--- src/rtl/snn_seq_pkg.sv ---
// Shared state encoding, default sizing and width helper for the multi-layer SNN sequencer.
// Optional watchdog is enabled in the top with `define SNN_SEQ_WATCHDOG_EN.
package snn_seq_pkg;

  localparam int DEFAULT_NUM_LAYERS     = 2;
  localparam int DEFAULT_NUM_STEPS      = 16;
  localparam int DEFAULT_TIMEOUT_CYCLES = 1024;

  typedef enum logic [2:0] {
    REQUEST = 3'd0,
    SPK_GEN = 3'd1,
    LAYER   = 3'd2,
    WTA     = 3'd3,
    DONE    = 3'd4
  } seq_state_e;

  // Index width for a counter over n values, never narrower than one bit.
  function automatic int idx_width(input int n);
    return (n > 1) ? $clog2(n) : 1;
  endfunction

endpackage

--- src/rtl/snn_seq_watchdog.sv ---
// Per-state cycle counter for the sequencer; flags expiry once a waiting state
// has lasted TIMEOUT_CYCLES cycles. Only instantiated with SNN_SEQ_WATCHDOG_EN.
module snn_seq_watchdog #(
  parameter int TIMEOUT_CYCLES = 1024
) (
  input  logic clk,
  input  logic rst,
  input  logic clear,
  input  logic enable,
  output logic expired
);

  localparam int CNT_W = $clog2(TIMEOUT_CYCLES + 1);

  logic [CNT_W-1:0] cnt;

  always_ff @(posedge clk) begin
    if (rst || clear) begin
      cnt <= '0;
    end else if (enable) begin
      cnt <= cnt + CNT_W'(1);
    end
  end

  // Fires in the TIMEOUT_CYCLES-th counted cycle so the FSM leaves on that edge.
  assign expired = enable && (cnt == CNT_W'(TIMEOUT_CYCLES - 1));

endmodule

--- src/rtl/snn_multi_layer_sequencer.sv ---
// Inference sequencer: request sample, run NUM_STEPS timesteps through NUM_LAYERS
// layer stages on spiking steps, then one WTA read. Watchdog via SNN_SEQ_WATCHDOG_EN.
module snn_multi_layer_sequencer
  import snn_seq_pkg::*;
#(
  parameter int NUM_LAYERS     = DEFAULT_NUM_LAYERS,
  parameter int NUM_STEPS      = DEFAULT_NUM_STEPS,
  parameter int STEP_W         = idx_width(NUM_STEPS),
  parameter int TIMEOUT_CYCLES = DEFAULT_TIMEOUT_CYCLES
) (
  input  logic                  clk,
  input  logic                  rst,
  input  logic                  trans_start,
  input  logic                  step_valid,
  input  logic                  spk_in,
  input  logic                  layer_done,
  input  logic                  infer_ready,
  output logic                  rqt_new_sample,
  output logic                  step_ready,
  output logic [NUM_LAYERS-1:0] layer_start,
  output logic [STEP_W-1:0]     step_cnt,
  output logic                  get_winner,
  output logic                  sample_done,
  output logic                  busy,
  output logic                  timeout_err
);

  localparam int LIDX_W = idx_width(NUM_LAYERS);
  localparam logic [STEP_W-1:0] LAST_STEP  = STEP_W'(NUM_STEPS - 1);
  localparam logic [LIDX_W-1:0] LAST_LAYER = LIDX_W'(NUM_LAYERS - 1);

  seq_state_e            state, state_next;
  logic [STEP_W-1:0]     step_cnt_next;
  logic [LIDX_W-1:0]     layer_idx, layer_idx_next;
  logic [NUM_LAYERS-1:0] layer_start_next;
  logic                  step_end;
  logic                  expired;

  always_ff @(posedge clk) begin
    if (rst) begin
      state       <= REQUEST;
      step_cnt    <= '0;
      layer_idx   <= '0;
      layer_start <= '0;
      get_winner  <= 1'b0;
    end else begin
      state       <= state_next;
      step_cnt    <= step_cnt_next;
      layer_idx   <= layer_idx_next;
      layer_start <= layer_start_next;
      get_winner  <= (state_next == WTA) && (state != WTA);
    end
  end

  // Pulses are computed from the next state so a watchdog abort suppresses them.
  always_comb begin
    state_next       = state;
    step_cnt_next    = step_cnt;
    layer_idx_next   = layer_idx;
    layer_start_next = '0;
    step_end         = 1'b0;

    case (state)
      REQUEST: begin
        if (trans_start) begin
          state_next    = SPK_GEN;
          step_cnt_next = '0;
        end
      end
      SPK_GEN: begin
        if (step_valid) begin
          if (spk_in) begin
            state_next       = LAYER;
            layer_idx_next   = '0;
            layer_start_next = NUM_LAYERS'(1);
          end else begin
            step_end = 1'b1;
          end
        end
      end
      LAYER: begin
        if (layer_done) begin
          if (layer_idx != LAST_LAYER) begin
            layer_idx_next   = layer_idx + LIDX_W'(1);
            layer_start_next = NUM_LAYERS'(1) << (layer_idx + LIDX_W'(1));
          end else begin
            step_end = 1'b1;
          end
        end
      end
      WTA: begin
        if (infer_ready) begin
          state_next = DONE;
        end
      end
      DONE:    state_next = REQUEST;
      default: state_next = REQUEST;
    endcase

    if (step_end) begin
      if (step_cnt == LAST_STEP) begin
        state_next = WTA;
      end else begin
        step_cnt_next = step_cnt + STEP_W'(1);
        state_next    = SPK_GEN;
      end
    end

    if (expired) begin
      state_next       = REQUEST;
      layer_start_next = '0;
    end
  end

  assign rqt_new_sample = (state == REQUEST);
  assign step_ready     = (state == SPK_GEN);
  assign sample_done    = (state == DONE);
  assign busy           = (state != REQUEST);

`ifdef SNN_SEQ_WATCHDOG_EN
  logic wd_clear, wd_enable;

  assign wd_clear  = (state_next != state);
  assign wd_enable = (state == LAYER) || (state == WTA);

  snn_seq_watchdog #(
    .TIMEOUT_CYCLES(TIMEOUT_CYCLES)
  ) u_watchdog (
    .clk    (clk),
    .rst    (rst),
    .clear  (wd_clear),
    .enable (wd_enable),
    .expired(expired)
  );

  always_ff @(posedge clk) begin
    if (rst) begin
      timeout_err <= 1'b0;
    end else if (expired) begin
      timeout_err <= 1'b1;
    end
  end
`else
  assign expired     = 1'b0;
  assign timeout_err = 1'b0;
`endif

endmodule

--- config.mk ---
export PLATFORM = sky130hd
export DESIGN_NAME = snn_multi_layer_sequencer
export DESIGN_NICKNAME = d
export VERILOG_FILES = /design/src/rtl/snn_seq_pkg.sv /design/src/rtl/snn_seq_watchdog.sv /design/src/rtl/snn_multi_layer_sequencer.sv
export SDC_FILE = /design/constraint.sdc
export NUM_CORES = 1
export LEC_CHECK = 0
export ABC_CLOCK_PERIOD_IN_PS = 4000
export CORE_AREA = 2 2 39 41
export DETAILED_ROUTE_END_ITERATION = 10
export DIE_AREA = 0 0 41 43
export HOLD_SLACK_MARGIN = 0.1
export PLACE_DENSITY = 0.73
export SYNTH_ARGS = -nofsm -noshare
export SYNTH_HDL_FRONTEND = slang
export SYNTH_SLANG_ARGS = --single-unit
--- constraint.sdc ---
create_clock -name clk -period 4 [get_ports clk]
set_clock_uncertainty 0.2 [all_clocks]
set_input_delay 0.8 -clock clk [delete_from_list [all_inputs] [get_ports clk]]
set_output_delay 0.8 -clock clk [all_outputs]
set_load 0.03 [all_outputs]
==> results of run 1 <==
-- registers in the layout (all words and copies together), names as in the netlist --
name,cells
get_winner,1
layer_start,2
step_cnt,4
layer_idx,1
state,3
-- power by group through the flow --
stage | clock (mW) | combinational [mW] | sequential [mW]
floorplan | 0 | 0.0316 | 0.119
global placement | 0 | 0.0498 | 0.120
detailed placement | 0 | 0.0500 | 0.120
CTS | 0.0781 | 0.0503 | 0.118
global route | 0.0868 | 0.0539 | 0.118
finish | 0.0762 | 0.0500 | 0.118
-- logic make-up after synthesis --
group,share of synthesized area [%]
other,0.634
muxes,3.38
and+or+nand+nor,30.4
adders and majority gates,2.11
AOI/OAI and AO/OA,21.8
buffers and inverters,4.44
DFF,37.2
-- worst max-delay path, cell delays in order (launching register included) --
cell and delay, ns:
dfxtp_1 0.51, or2b_1 0.32, nor2_1 0.11, clkdlybuf4s50_1 0.68
-- area by class of cell --
type                    instances  share of cell area, %
well taps                      16                   2.53
multi-input cells              45                   43.7
clock buffers                   3                   2.85
repair buffers                 17                   21.5
inverters                       2                  0.949
flip-flops and latches         11                   27.8
clock inverters                 1                  0.633
-- cells in the final DEF (no fill, tap or decap), drive strengths merged --
master         instances
a2111oi                1
a21o                   1
a21oi                  5
a22oi                  1
a311oi                 1
a31oi                  1
a32oi                  1
clkbuf                 3
clkdlybuf4s50         17
clkinv                 1
conb                   1
dfxtp                 11
ha                     1
inv                    2
mux2i                  2
nand2                  7
nand2b                 2
nand3                  2
nand3b                 1
nor2                   3
nor2b                  1
nor3                   3
nor3b                  2
nor4b                  1
nor4bb                 1
o21bai                 1
o22ai                  1
o311a                  1
o32ai                  1
or2                    2
or2b                   1
-- per-layer routing --
metal  wire, um  track usage (%)  share of wire, %
met4          4             6.00              0.34
met3         83             3.14               7.1
met2        520             20.9                45
met1        555             23.9                48
met5          0                0                 0
-- path summary, 6_finish.rpt --
path	slack [ns]	start	endpoint
max reg2reg	2.26	state[1]	get_winner
max	1.11	state[0]	step_ready
min	0.31	layer_idx	layer_start[1]
min reg2reg	0.31	layer_idx	layer_start[1]
==> results.sh, run 1 <==
export IMPL_outcome="finished clean"
export IMPL_synth_area_leader_cell="dfxtp_1"
export IMPL_syn_nets=69
export IMPL_setup_viol=0
export IMPL_cts_sinks=11
export IMPL_synth_seq_area_share_pct=37.2
export IMPL_antenna_found_initial=0
export IMPL_seq_area_um2=220
export IMPL_synthTopCellsByArea="dfxtp_1 (37%), nand2_1 (4.4%), nor4bb_4 (4.2%)"
export IMPL_avgRoutedWirePerCell_um=12.2
export IMPL_clock_latency_ns=0.27
export IMPL_core_mm2=0.00138
export IMPL_track_usage_pct=15.6
export IMPL_die_h_um=43
export IMPL_drt_pass1_iterations=3
export IMPL_place_inst=91
export IMPL_place_gp_congestion=0.693
export IMPL_multi_input_area_um2=345
export IMPL_ys_ff_latch=11
export IMPL_drc_errors=0
export IMPL_place_hpwl_um=847
export IMPL_clockBufferDepth=2
export IMPL_powerDensity_mw_per_mm2=308
export IMPL_postCtsHoldBufs=0
export IMPL_worstHoldPathCells=1
export IMPL_ys_top_cells_by_count="dfxtp_1 (11), nand2_1 (7), a21oi_1 (4)"
export IMPL_setup_tns_ns=0
export IMPL_crit_fanout=8
export IMPL_diodes=0
export IMPL_cts_root_buf="clkbuf_4"
export IMPL_cts_resized=0
export IMPL_syn_cell_area_um2=592
export IMPL_synth_edf_count=0
export IMPL_grt_pass1_vias=427
export IMPL_nFillCells=133
export IMPL_area_growth_pct=33.6
export IMPL_synthArstFlopShare_pct=0
export IMPL_dp_slack_ns=1.40
export IMPL_synthCells=61
export IMPL_maxCapViolations=0
export IMPL_vdd_drop_max_mv=0.187
export IMPL_finish_utilization_pct=57.1
export IMPL_htree_levels=1
export IMPL_num_rows=14
export IMPL_crit_type="flip-flop to output pin"
export IMPL_overflow=0
export IMPL_boundaryPins=19
export IMPL_antenna_left=0
export IMPL_vias=499
export IMPL_pwr_share_seq_pct=48.2
export IMPL_final_cells=95
export IMPL_report_final_slew_viol_count=0
export IMPL_p_switching_mw=0.0713
export IMPL_fp_dieArea_mm2=0.00176
export IMPL_p_sw_share_pct=29.3
export IMPL_grt_pass1_wl_um=1940
export IMPL_crit_required_ns=3.00
export IMPL_final_hold_viol_count=0
export IMPL_final_area_um2=791
export IMPL_min_path_type="flip-flop to flip-flop"
export IMPL_wirelength_um=1160
export IMPL_drt_initial_drc_count=4
export IMPL_leakagePower_nw=0.307
export IMPL_timing_hold_ws_ns=0.308
export IMPL_post_synth_num_cell_types=33
export IMPL_rsz0062_at_grt="no"
export IMPL_grt_max_degree=12
export IMPL_die_x_um=41
export IMPL_ff2ff_path_depth=3
export IMPL_startpoint_type="flip-flop"
export IMPL_synth_top_cell_area_share_pct=37.2
export IMPL_fin_nets=88
export IMPL_arrival_ns=1.89
export IMPL_clkPwrFrac_pct=31.3
export IMPL_initial_utilization_pct=42.8
export IMPL_power_total_mw=0.244
export IMPL_post_cts_setup_buffers=0
export IMPL_postPlaceCellArea_um2=763
export IMPL_yosys_warnings=0
export IMPL_fmax_mhz=346
export IMPL_cp_end_kind="output pin"
export IMPL_layout_drive_gt1_share_pct=13.9
export IMPL_synth_ff_type="dfxtp_1"
export IMPL_via_per_inst=5.25
export IMPL_cts_buffers_inserted=3
export IMPL_pwr_share_comb_pct=20.5
export IMPL_cell_internal_pwr_mw=0.172
export IMPL_syn_avg_cell_area_um2=9.70
export IMPL_cts_tree="built"
export IMPL_fin_crit_ns=2.89
export IMPL_clk_pin_slew_ns=0.08
export IMPL_yosysMostFrequentCell="dfxtp_1"
export IMPL_timing_final_ws_setup_ns=1.11
export IMPL_port_buffers=17
export IMPL_min_period_over_period_pct=72.2
(Power assumes the default switching activity.)
==> run 2, diff against run 1 <==
--- a/config.mk
+++ b/config.mk
@@ -5,12 +5,11 @@
 export SDC_FILE = /design/constraint.sdc
 export NUM_CORES = 1
 export LEC_CHECK = 0
-export ABC_CLOCK_PERIOD_IN_PS = 4000
-export CORE_AREA = 2 2 39 41
+export ABC_CLOCK_PERIOD_IN_PS = 2910
+export CORE_UTILIZATION = 43
 export DETAILED_ROUTE_END_ITERATION = 10
-export DIE_AREA = 0 0 41 43
 export HOLD_SLACK_MARGIN = 0.1
-export PLACE_DENSITY = 0.73
+export PLACE_DENSITY = 0.71
 export SYNTH_ARGS = -nofsm -noshare
 export SYNTH_HDL_FRONTEND = slang
 export SYNTH_SLANG_ARGS = --single-unit
==> constraint.sdc (replaced) <==
create_clock -name clk -period 2.91 [get_ports clk]
set_clock_uncertainty 0.2 [all_clocks]
set_input_delay 0.582 -clock clk [delete_from_list [all_inputs] [get_ports clk]]
set_output_delay 0.582 -clock clk [all_outputs]
set_load 0.03 [all_outputs]
==> run 2 against run 1 <==
Sequential share of layout area up 0.088 points. Largest cell class unchanged. Critical path depth fell by 1. Design area is 0.32% lower.
==> results.sh, run 2 (same netlist as run 1, synthesis figures left out) <==
export IMPL_outcome="finished clean"
export IMPL_die_x_um=39.1
export IMPL_drt_initial_drc_count=5
export IMPL_final_hold_viol_count=0
export IMPL_hold_end="layer_start[1]"
export IMPL_report_final_slew_viol_count=0
export IMPL_r2r_start="state[1]"
export IMPL_clockBufferDepth=2
export IMPL_cts_root_buf="clkbuf_4"
export IMPL_multi_input_area_um2=345
export IMPL_cts_resized=0
export IMPL_dp_slack_ns=0.546
export IMPL_drc_errors=0
export IMPL_area_growth_pct=33.2
export IMPL_cts_sinks=11
export IMPL_rsz0062_at_grt="no"
export IMPL_vdd_drop_max_mv=0.266
export IMPL_arrival_ns=1.86
export IMPL_grt_pass1_vias=444
export IMPL_clock_latency_ns=0.27
export IMPL_cts_tree="built"
export IMPL_port_buffers=17
export IMPL_grt_pass1_wl_um=1890
export IMPL_crit_family="buffers and inverters"
export IMPL_postPlaceCellArea_um2=762
export IMPL_antenna_left=0
export IMPL_critPathBufInv=1
export IMPL_cp_startpoint="state[1]"
export IMPL_boundaryPins=19
export IMPL_timing_hold_ws_ns=0.308
export IMPL_die_h_um=39.1
export IMPL_htree_levels=1
export IMPL_crit_required_ns=2.13
export IMPL_final_common_cell="clkdlybuf4s50_1"
export IMPL_worstHoldPathCells=1
export IMPL_power_total_mw=0.337
export IMPL_fin_nets=88
export IMPL_startpoint_type="flip-flop"
export IMPL_crit_type="flip-flop to output pin"
export IMPL_place_inst=90
export IMPL_postCtsHoldBufs=0
export IMPL_top_register="step_cnt"
export IMPL_layout_drive_gt1_share_pct=12.7
export IMPL_timing_rr_end="step_cnt[2]"
export IMPL_slowest_delay_ns=0.75
export IMPL_regToRegSetupSlack_ns=1.16
export IMPL_finish_utilization_pct=61.3
export IMPL_min_path_type="flip-flop to flip-flop"
export IMPL_leakagePower_nw=0.304
export IMPL_cp_end_kind="output pin"
export IMPL_ff2ff_path_depth=3
export IMPL_wirelength_um=1190
export IMPL_num_rows=13
export IMPL_track_usage_pct=19.2
export IMPL_overflow=0
export IMPL_core_mm2=0.00128
export IMPL_initial_utilization_pct=46.1
export IMPL_drt_pass1_iterations=4
export IMPL_seq_area_um2=220
export IMPL_place_hpwl_um=874
export IMPL_worstPathCellList="nor3_1 > clkdlybuf4s50_1"
export IMPL_slowest_stage="clkdlybuf4s50_1"
export IMPL_via_per_inst=5.46
export IMPL_final_area_um2=788
export IMPL_clk_pin_slew_ns=0.07
export IMPL_fmax_mhz=378
export IMPL_cts_buffers_inserted=3
export IMPL_timing_final_ws_setup_ns=0.267
export IMPL_maxCapViolations=0
export IMPL_fin_crit_ns=2.64
export IMPL_vias=513
export IMPL_avgRoutedWirePerCell_um=12.6
export IMPL_crit_fanout=10
export IMPL_min_period_over_period_pct=90.8
export IMPL_final_cells=94
export IMPL_final_cell_mix="clkdlybuf4s50_1 (17), dfxtp_1 (11), nand2_1 (7)"
export IMPL_diodes=0
export IMPL_grt_max_degree=12
export IMPL_powerDensity_mw_per_mm2=428
export IMPL_post_cts_setup_buffers=0
export IMPL_antenna_found_initial=0
export IMPL_largest_reg_flops=4
export IMPL_fp_dieArea_mm2=0.00153
export IMPL_setup_tns_ns=0
export IMPL_largest_registers="step_cnt (4), state (3), layer_start (2)"
export IMPL_min_from="layer_idx"
export IMPL_setup_viol=0
export IMPL_nFillCells=123
export IMPL_place_gp_congestion=0.713
## run 2: cell types whose count changed in the layout (fill, tap and decap cells not counted)
cell	before	now
clkbuf_1	0	1
clkinv_2	1	0
## run 2: report_power, final
group          internal (mW)  total, mW  switching, mW
registers              0.154      0.161        0.00712
logic                 0.0321     0.0688         0.0367
clock network         0.0532      0.107         0.0542
## run 2: worst max path at each step
stage	to	slack, ns	cells after the start
3_5_place_dp	rqt_new_sample	0.55	2
6_report	rqt_new_sample	0.27	2
5_1_grt	rqt_new_sample	0.14	2
2_1_floorplan	busy	0.46	3
4_1_cts	rqt_new_sample	0.25	2
3_3_place_gp	rqt_new_sample	0.58	2
## run 2: cell type report
| cell class | instances | area share (%) |
|---|---|---|
| repair buffers | 17 | 21.6 |
| clock buffers | 4 | 3.33 |
| flip-flops and latches | 11 | 27.9 |
| multi-input cells | 45 | 43.8 |
| inverters | 2 | 0.952 |
| well taps | 15 | 2.38 |
## run 2: metal layers
layer	track usage (%)	up-vias	share of wire, %	wire [um]
met4	12.9	0	2.2	26
met2	29.6	17	47	552
met3	5.20	5	5.6	66
met1	22.9	229	46	540
li1	-	262	-	-
met5	0	-	0	0
